## src/rtl/hh_mm_time_setter_if.sv

```systemverilog
// Button, running-time and preset/load bundle between the time setter and the
// clock counters. The setter sits on the slave side; the surrounding logic
// (buttons, counters, display) sits on the master side.
interface hh_mm_time_setter_if;
    logic       mode_btn;
    logic       inc_btn;
    logic [3:0] cur_min_units;
    logic [2:0] cur_min_tens;
    logic [4:0] cur_hour;
    logic [3:0] set_min_units;
    logic [2:0] set_min_tens;
    logic [4:0] set_hour;
    logic       load;
    logic       editing;
    logic       blank_hour;
    logic       blank_min;

    modport master (
        output mode_btn, inc_btn, cur_min_units, cur_min_tens, cur_hour,
        input  set_min_units, set_min_tens, set_hour, load, editing,
               blank_hour, blank_min
    );

    modport slave (
        input  mode_btn, inc_btn, cur_min_units, cur_min_tens, cur_hour,
        output set_min_units, set_min_tens, set_hour, load, editing,
               blank_hour, blank_min
    );
endinterface

```

## src/rtl/hh_mm_time_setter.sv

```systemverilog
// hh_mm_time_setter: turns raw mode/inc push-buttons into a debounced edit
// sequence (capture, edit hour, edit minutes, commit) that presets the hh:mm
// counters with a one-cycle load strobe, and flags which field should blink.
module hh_mm_time_setter #(
    parameter int DEBOUNCE    = 4,
    parameter int BLINK_HALF  = 8,
    parameter int REPEAT_DLY  = 16,
    parameter int REPEAT_RATE = 4,
    parameter int TIMEOUT     = 256
) (
    input  logic               clk,
    input  logic               rst,
    hh_mm_time_setter_if.slave bus
);
    localparam int DB_W    = (DEBOUNCE > 1) ? $clog2(DEBOUNCE) : 1;
    localparam int RPT_MAX = (REPEAT_DLY > REPEAT_RATE) ? REPEAT_DLY : REPEAT_RATE;
    localparam int RPT_W   = $clog2(RPT_MAX + 1);
    localparam int IDLE_W  = $clog2(TIMEOUT + 1);
    localparam int BLINK_W = (BLINK_HALF > 0) ? $clog2(2 * BLINK_HALF) : 1;

    typedef enum logic [1:0] {
        RUN      = 2'd0,
        SET_HOUR = 2'd1,
        SET_MIN  = 2'd2,
        COMMIT   = 2'd3
    } state_t;

    // Hour step: 23 and anything captured out of range both roll to 0.
    function automatic logic [4:0] next_hour(input logic [4:0] h);
        return (h >= 5'd23) ? 5'd0 : h + 5'd1;
    endfunction

    // Minute step on the BCD-ish pair {tens, units}; 59 rolls to 00.
    function automatic logic [6:0] next_min(input logic [2:0] tens, input logic [3:0] units);
        logic [2:0] t;
        logic [3:0] u;
        if (units >= 4'd9) begin
            u = 4'd0;
            t = (tens >= 3'd5) ? 3'd0 : tens + 3'd1;
        end else begin
            u = units + 4'd1;
            t = tens;
        end
        return {t, u};
    endfunction

    // Index 0 is the mode button, index 1 the inc button.
    logic [1:0]      btn_raw;
    logic [1:0]      sync1;
    logic [1:0]      sync2;
    logic [1:0]      clean;
    logic [1:0]      clean_q;
    logic [DB_W-1:0] db_cnt [2];
    logic [1:0]      press;

    logic [RPT_W-1:0]   rpt_cnt;
    logic               rpt_fast;
    logic               rpt_evt;
    logic               mode_evt;
    logic               inc_evt;

    state_t             state;
    state_t             state_nxt;
    logic               capture;
    logic               bump_hour;
    logic               bump_min;
    logic               entering_edit;
    logic               in_edit;

    logic [IDLE_W-1:0]  idle_cnt;
    logic [BLINK_W-1:0] blink_cnt;
    logic               blank_on;

    logic [4:0]         set_hour_q;
    logic [2:0]         set_tens_q;
    logic [3:0]         set_units_q;

    assign btn_raw = {bus.inc_btn, bus.mode_btn};

    // Two-flop synchronizer, then accept a new level only after it has differed
    // from the clean level for DEBOUNCE consecutive cycles.
    always_ff @(posedge clk or negedge rst) begin
        if (!rst) begin
            sync1   <= '0;
            sync2   <= '0;
            clean   <= '0;
            clean_q <= '0;
            for (int i = 0; i < 2; i++) db_cnt[i] <= '0;
        end else begin
            sync1   <= btn_raw;
            sync2   <= sync1;
            clean_q <= clean;
            for (int i = 0; i < 2; i++) begin
                if (sync2[i] == clean[i]) begin
                    db_cnt[i] <= '0;
                end else if (db_cnt[i] == DB_W'(DEBOUNCE - 1)) begin
                    clean[i]  <= sync2[i];
                    db_cnt[i] <= '0;
                end else begin
                    db_cnt[i] <= db_cnt[i] + DB_W'(1);
                end
            end
        end
    end

    assign press    = clean & ~clean_q;
    assign mode_evt = press[0];
    assign rpt_evt  = clean[1] && !press[1] &&
                      (rpt_fast ? (rpt_cnt == RPT_W'(REPEAT_RATE))
                                : (rpt_cnt == RPT_W'(REPEAT_DLY)));
    assign inc_evt  = press[1] | rpt_evt;

    // Auto-repeat timer: counts cycles since the last inc event while inc is held.
    always_ff @(posedge clk or negedge rst) begin
        if (!rst) begin
            rpt_cnt  <= '0;
            rpt_fast <= 1'b0;
        end else if (!clean[1]) begin
            rpt_cnt  <= '0;
            rpt_fast <= 1'b0;
        end else if (press[1]) begin
            rpt_cnt  <= RPT_W'(1);
            rpt_fast <= 1'b0;
        end else if (rpt_evt) begin
            rpt_cnt  <= RPT_W'(1);
            rpt_fast <= 1'b1;
        end else begin
            rpt_cnt  <= rpt_cnt + RPT_W'(1);
        end
    end

    // FSM state register.
    always_ff @(posedge clk or negedge rst) begin
        if (!rst) state <= RUN;
        else      state <= state_nxt;
    end

    // Next state and edit actions; mode wins over a same-cycle inc, and any
    // event wins over the idle timeout.
    always_comb begin
        state_nxt = state;
        capture   = 1'b0;
        bump_hour = 1'b0;
        bump_min  = 1'b0;
        case (state)
            RUN: begin
                if (mode_evt) begin
                    state_nxt = SET_HOUR;
                    capture   = 1'b1;
                end
            end
            SET_HOUR: begin
                if (mode_evt)                          state_nxt = SET_MIN;
                else if (inc_evt)                      bump_hour = 1'b1;
                else if (idle_cnt == IDLE_W'(TIMEOUT)) state_nxt = RUN;
            end
            SET_MIN: begin
                if (mode_evt)                          state_nxt = COMMIT;
                else if (inc_evt)                      bump_min  = 1'b1;
                else if (idle_cnt == IDLE_W'(TIMEOUT)) state_nxt = RUN;
            end
            COMMIT:  state_nxt = RUN;
            default: state_nxt = RUN;
        endcase
    end

    assign in_edit       = (state == SET_HOUR) || (state == SET_MIN);
    assign entering_edit = ((state_nxt == SET_HOUR) || (state_nxt == SET_MIN)) &&
                           (state_nxt != state);

    // Idle timer: counts quiet cycles in an edit state and saturates at TIMEOUT.
    always_ff @(posedge clk or negedge rst) begin
        if (!rst) begin
            idle_cnt <= '0;
        end else if (entering_edit || mode_evt || inc_evt || !in_edit) begin
            idle_cnt <= '0;
        end else if (idle_cnt != IDLE_W'(TIMEOUT)) begin
            idle_cnt <= idle_cnt + IDLE_W'(1);
        end
    end

    // Blink phase: visible half first, restarted whenever the field is entered
    // or bumped so a just-changed digit is always shown.
    always_ff @(posedge clk or negedge rst) begin
        if (!rst) begin
            blink_cnt <= '0;
        end else if (entering_edit || inc_evt) begin
            blink_cnt <= '0;
        end else if (blink_cnt == BLINK_W'(2 * BLINK_HALF - 1)) begin
            blink_cnt <= '0;
        end else begin
            blink_cnt <= blink_cnt + BLINK_W'(1);
        end
    end

    // Preset registers: loaded from the running time on capture, stepped on inc.
    always_ff @(posedge clk or negedge rst) begin
        if (!rst) begin
            set_hour_q  <= '0;
            set_tens_q  <= '0;
            set_units_q <= '0;
        end else if (capture) begin
            set_hour_q  <= bus.cur_hour;
            set_tens_q  <= bus.cur_min_tens;
            set_units_q <= bus.cur_min_units;
        end else if (bump_hour) begin
            set_hour_q  <= next_hour(set_hour_q);
        end else if (bump_min) begin
            {set_tens_q, set_units_q} <= next_min(set_tens_q, set_units_q);
        end
    end

    assign blank_on          = (blink_cnt >= BLINK_W'(BLINK_HALF));
    assign bus.set_hour      = set_hour_q;
    assign bus.set_min_tens  = set_tens_q;
    assign bus.set_min_units = set_units_q;
    assign bus.load          = (state == COMMIT);
    assign bus.editing       = in_edit;
    assign bus.blank_hour    = (state == SET_HOUR) && blank_on;
    assign bus.blank_min     = (state == SET_MIN) && blank_on;
endmodule

```

## src/flat_wrapper.sv

```systemverilog
// flat-port wrapper written by rule: the top's interface ports become plain ports
module hh_mm_time_setter_flat 
#(
    parameter int DEBOUNCE    = 4,
    parameter int BLINK_HALF  = 8,
    parameter int REPEAT_DLY  = 16,
    parameter int REPEAT_RATE = 4,
    parameter int TIMEOUT     = 256
)
  (clk, rst, bus_mode_btn, bus_inc_btn, bus_cur_min_units, bus_cur_min_tens, bus_cur_hour, bus_set_min_units, bus_set_min_tens, bus_set_hour, bus_load, bus_editing, bus_blank_hour, bus_blank_min);
  hh_mm_time_setter_if bus_i ();
  input  logic clk;
  input  logic rst;
  input wire logic [$bits(bus_i.mode_btn)-1:0] bus_mode_btn;
  input wire logic [$bits(bus_i.inc_btn)-1:0] bus_inc_btn;
  input wire logic [$bits(bus_i.cur_min_units)-1:0] bus_cur_min_units;
  input wire logic [$bits(bus_i.cur_min_tens)-1:0] bus_cur_min_tens;
  input wire logic [$bits(bus_i.cur_hour)-1:0] bus_cur_hour;
  output wire logic [$bits(bus_i.set_min_units)-1:0] bus_set_min_units;
  output wire logic [$bits(bus_i.set_min_tens)-1:0] bus_set_min_tens;
  output wire logic [$bits(bus_i.set_hour)-1:0] bus_set_hour;
  output wire logic [$bits(bus_i.load)-1:0] bus_load;
  output wire logic [$bits(bus_i.editing)-1:0] bus_editing;
  output wire logic [$bits(bus_i.blank_hour)-1:0] bus_blank_hour;
  output wire logic [$bits(bus_i.blank_min)-1:0] bus_blank_min;
  assign bus_i.mode_btn = bus_mode_btn;
  assign bus_i.inc_btn = bus_inc_btn;
  assign bus_i.cur_min_units = bus_cur_min_units;
  assign bus_i.cur_min_tens = bus_cur_min_tens;
  assign bus_i.cur_hour = bus_cur_hour;
  assign bus_set_min_units = bus_i.set_min_units;
  assign bus_set_min_tens = bus_i.set_min_tens;
  assign bus_set_hour = bus_i.set_hour;
  assign bus_load = bus_i.load;
  assign bus_editing = bus_i.editing;
  assign bus_blank_hour = bus_i.blank_hour;
  assign bus_blank_min = bus_i.blank_min;
  hh_mm_time_setter #(.DEBOUNCE(DEBOUNCE), .BLINK_HALF(BLINK_HALF), .REPEAT_DLY(REPEAT_DLY), .REPEAT_RATE(REPEAT_RATE), .TIMEOUT(TIMEOUT)) u_core (.clk(clk), .rst(rst), .bus(bus_i));
endmodule
```

## config.mk

```make
export PLATFORM = sky130hd
export DESIGN_NAME = hh_mm_time_setter_flat
export DESIGN_NICKNAME = d
export VERILOG_FILES = /design/src/rtl/hh_mm_time_setter_if.sv /design/src/rtl/hh_mm_time_setter.sv /design/src/flat_wrapper.sv
export SDC_FILE = /design/constraint.sdc
export NUM_CORES = 1
export LEC_CHECK = 0
export ABC_CLOCK_PERIOD_IN_PS = 1850
export CAP_MARGIN = 20
export CORE_MARGIN = 3
export CORE_UTILIZATION = 35
export DETAILED_ROUTE_END_ITERATION = 7
export PLACE_DENSITY_LB_ADDON = 0.05
export SLEW_MARGIN = 15
export SYNTH_ARGS = -nofsm -noshare
export SYNTH_HDL_FRONTEND = slang
export SYNTH_SLANG_ARGS = --single-unit
```

## constraint.sdc

```tcl
create_clock -name clk -period 1.85 [get_ports clk]
set_input_delay 0.4625 -clock clk [delete_from_list [all_inputs] [get_ports clk]]
set_output_delay 0.4625 -clock clk [all_outputs]
set_load 0.02 [all_outputs]
```

==> summary.md <==
| Metric | Value |
|---|---|
| Outcome | `completed` |
| PD cells | `approximately 1400 nW/um2` |
| Layout Nets | `between 300 and 400` |
| Core area | `approximately 6500 um2` |
| Share of the yosys chip area belonging to registers | `between 40% and 50%` |
| Num rows | `29` |
| Rel. slew slack | `between 70% and 80%` |
| Worst Skew | `about 0.011 ns` |
| P&R area growth vs syn | `28.8%` |
| Worst Setup End Kind | `flop` |
| Finished Layout Cells | `approximately 380` |
| CTS Sinks | `45` |
| Synthesized Nets | `about 270` |
| EDFF count, synth | `0` |
| # diodes | `0` |
| Via count | `roughly 1900` |
| Bufs on Longest Clock Path | `2` |
| YS warnings | `0` |
| Initial Util | `~37%` |
| Hold crit path type | `in2async` |
| CTS tree | `built` |
| Total GRT Usage | `12.9%` |
| Cell Area, Synth | `about 2400 um2` |
| Vert. Die Dim | `just under 90 um` |
| Antenna violations before repair | `0` |
| Count of different cell masters after synthesis | `48` |
| Final Wtd Congestion | `around 0.74` |
| Root buffer cell | `clkbuf_8` |
| Pre-CTS setup slack | `-0.0520 ns` |
| Reg2reg setup slack | `between 0.02 and 0.03 ns` |
| Worst-path fanout max | `5` |
| Port bufs | `31` |
| Lkg Pwr | `about 1.4 nW` |
| Die width | `a little under 90 um` |
| Final period utilization | `between 90 and 100%` |
| CTS Hold Bufs | `0` |
| Vias in the first global route | `1810` |
| Mux cell area share after synthesis | `1.83%` |
| Cells after Synth | `238` |
| Dpl hpwl | `between 3 and 4 mm` |
| First-pass GRT wire length | `approximately 8 mm` |
| Min Tclk post-route | `1.82 ns` |
| MaxCap Viol Count | `0` |
| Die ar. | `slightly below 8000 um2` |
| DRT iter0 DRCs | `28` |
| Worst-Margin Slew | `a little over 0.4 ns` |
| Clock Latency Late Sink | `approximately 0.30 ns` |
| Slew Limit Fails | `0` |
| Post-synth ARST share | `100%` |
| Placed cells | `roughly 360` |
| DRT Pass-1 Iters | `4` |
| Arrival time worst endpoint | `~2.0 ns` |
| RSZ-0062 raised after global routing | `yes` |
| Total gr overflow | `0` |
| Critical setup path kind | `reg2reg` |
| DR DRC count | `0` |
| Ys flop type | `dfrtp_1` |
| Fmax | `between 500 and 600 MHz` |
| Total CTS buffers | `5` |
| Final count of hold timing violations | `0` |
| Final worst setup slack | `around 0.028 ns` |
| VDD IR-drop max | `a little over 0.5 mV` |
| Number of H-tree levels | `2` |
| Adder-cell share of the synthesized area | `around a tenth` |
| Antenna Nets Post-Route | `0` |
| Flop and latch count out of synthesis | `45` |
| Routed WL | `around 4.7 mm` |
| Pin count of the biggest net entering global routing | `46` |
| Worst EP required | `2.07 ns` |
| Main combinational cell family by area after synthesis | `simple AND/OR/NAND/NOR gates` |
| Area after DPL | `slightly below 3000 um2` |
| # IOs | `32` |
| Crit path launch type | `flop` |
| Vias/cell | `roughly 5` |
| Synth Area per Inst | `10.0 um2` |
| Drt wl/cell | `approximately 13 um` |
| Layout cells sized above 1 | `between 15 and 20%` |
| Number of fill cells in the layout | `~630` |
| Post-synthesis simple-gate area fraction | `21.1%` |
| Final setup viols | `0` |
| Post-synthesis compound-gate area fraction | `between 10% and 20%` |
| Cell area after layout | `between 3000 and 4000 um2` |
| Post-synthesis xor/xnor area fraction | `about 4.8%` |
| Clock transition at path regs | `~0.09 ns` |
[where the power goes]
group / switching (W) / leakage [nW] / internal [W]
logic: 0.00118 / 0.819 / 0.00106
registers: 0.000291 / 0.570 / 0.00129
clock network: 0.000330 / 0.0385 / 0.000268
[through the flow]
| step | utilization, % | total power, W | hold slack, ns | TNS (ns) |
|---|---|---|---|---|
| after floorplan | - | 0.00293 | 0.167 | 0 |
| after global routing | 47.4 | 0.00484 | 0.131 | -0.262 |
| after global placement | 45.1 | 0.00382 | 0.336 | -0.0784 |
| after CTS | 46.8 | 0.00446 | 0.135 | 0 |
| final | 47.4 | 0.00443 | 0.116 | 0 |
| after detailed placement | 45.1 | 0.00384 | 0.335 | -0.130 |
[cells by family (layout without fill, tap and decap cells)]
logic type | Yosys count | in the layout
buffers and inverters | 20 | 80
AND/OR/NAND/NOR | 95 | 95
flip-flops | 45 | 45
AO/OA/AOI/OAI | 42 | 42
adder cells (fa/ha/maj) | 19 | 19
multiplexers | 4 | 4
XOR/XNOR | 13 | 13
[cell type report]
type                            instances  area, um2  area share, %
Multi-Input combinational cell        173       1210           39.4
Sequential cell                        45       1130           36.6
Timing Repair Buffer                   56        498           16.2
Tap cell                               77       96.3           3.13
Clock buffer                            7       76.3           2.48
Inverter                               16       60.1           1.95
Clock inverter                          1       7.51          0.244
[cell usage after synthesis, types with 4 or more instances]
cell | count | area share (%)
a31oi_1 | 8 | 2.1
xor2_1 | 6 | 2.2
xnor2_1 | 7 | 2.6
dfrtp_1 | 45 | 47
nor2b_1 | 5 | 1.3
or3_1 | 4 | 1.0
a21oi_1 | 8 | 1.7
and3_1 | 5 | 1.3
inv_1 | 16 | 2.5
nand3_1 | 15 | 3.1
nor2_1 | 29 | 4.6
nand2_1 | 15 | 2.4
o21ai_0 | 6 | 1.3
ha_1 | 19 | 9.9
[cells in the final DEF (no fill, tap or decap), types with 7 or more instances in the layout]
cell type / instances
dfrtp_1: 45
nor2_1: 29
buf_4: 22
clkdlybuf4s50_1: 18
ha_1: 17
inv_1: 15
nand3_1: 15
nand2_1: 14
a21oi_1: 8
a31oi_1: 8
xnor2_1: 7
[repair_timing]
action                                  CTS  global route
setup buffers                             3             2
resized for setup                        20            11
endpoints found under the setup margin   12            21
cloned                                    0             0
hold endpoints to repair                  0             0
pin swaps                                 4             5
[metal layers]
metal | global-route usage, % | part of all wire [%] | vias up
met2 | 22.5 | 49 | 19
met4 | 3.71 | 1.2 | 0
met5 | 0 | 0 | -
li1 | - | - | 950
met3 | 4.00 | 3.7 | 7
met1 | 15.3 | 46 | 896
[worst paths after layout]
kind,startpoint,end,depth (start not counted)
max,u_core.state[0]$_DFF_PN0_,u_core.bus.set_min_tens[2]$_DFFE_PN0P_,7
min,rst,u_core.db_cnt[0]$_DFF_PN0_,2
max reg2reg,u_core.state[0]$_DFF_PN0_,u_core.bus.set_min_tens[2]$_DFFE_PN0P_,7
min reg2reg,u_core.sync1[0]$_DFF_PN0_,u_core.sync2[0]$_DFF_PN0_,0
max in group asynchronous,rst,u_core.clean[0]$_DFFE_PN0P_,2
min in group clk,u_core.sync1[0]$_DFF_PN0_,u_core.sync2[0]$_DFF_PN0_,0
[flip-flops by register name, indices dropped and copies added (netlist names), 3 cells and up]
signal                    flops
u_core.db_cnt                 4
u_core.bus.set_min_tens       3
u_core.bus.set_hour           5
u_core.blink_cnt              4
u_core.bus.set_min_units      4
u_core.idle_cnt               9
u_core.rpt_cnt                5
[worst max-delay path, cell delays in order (launching register included)]
cell,delay (ns)
dfrtp_1,0.43
buf_6,0.14
ha_4,0.15
buf_6,0.12
nor3_4,0.21
o211ai_2,0.16
or3b_1,0.38
a31oi_1,0.16
No activity file was read; power rests on OpenSTA's default activity.
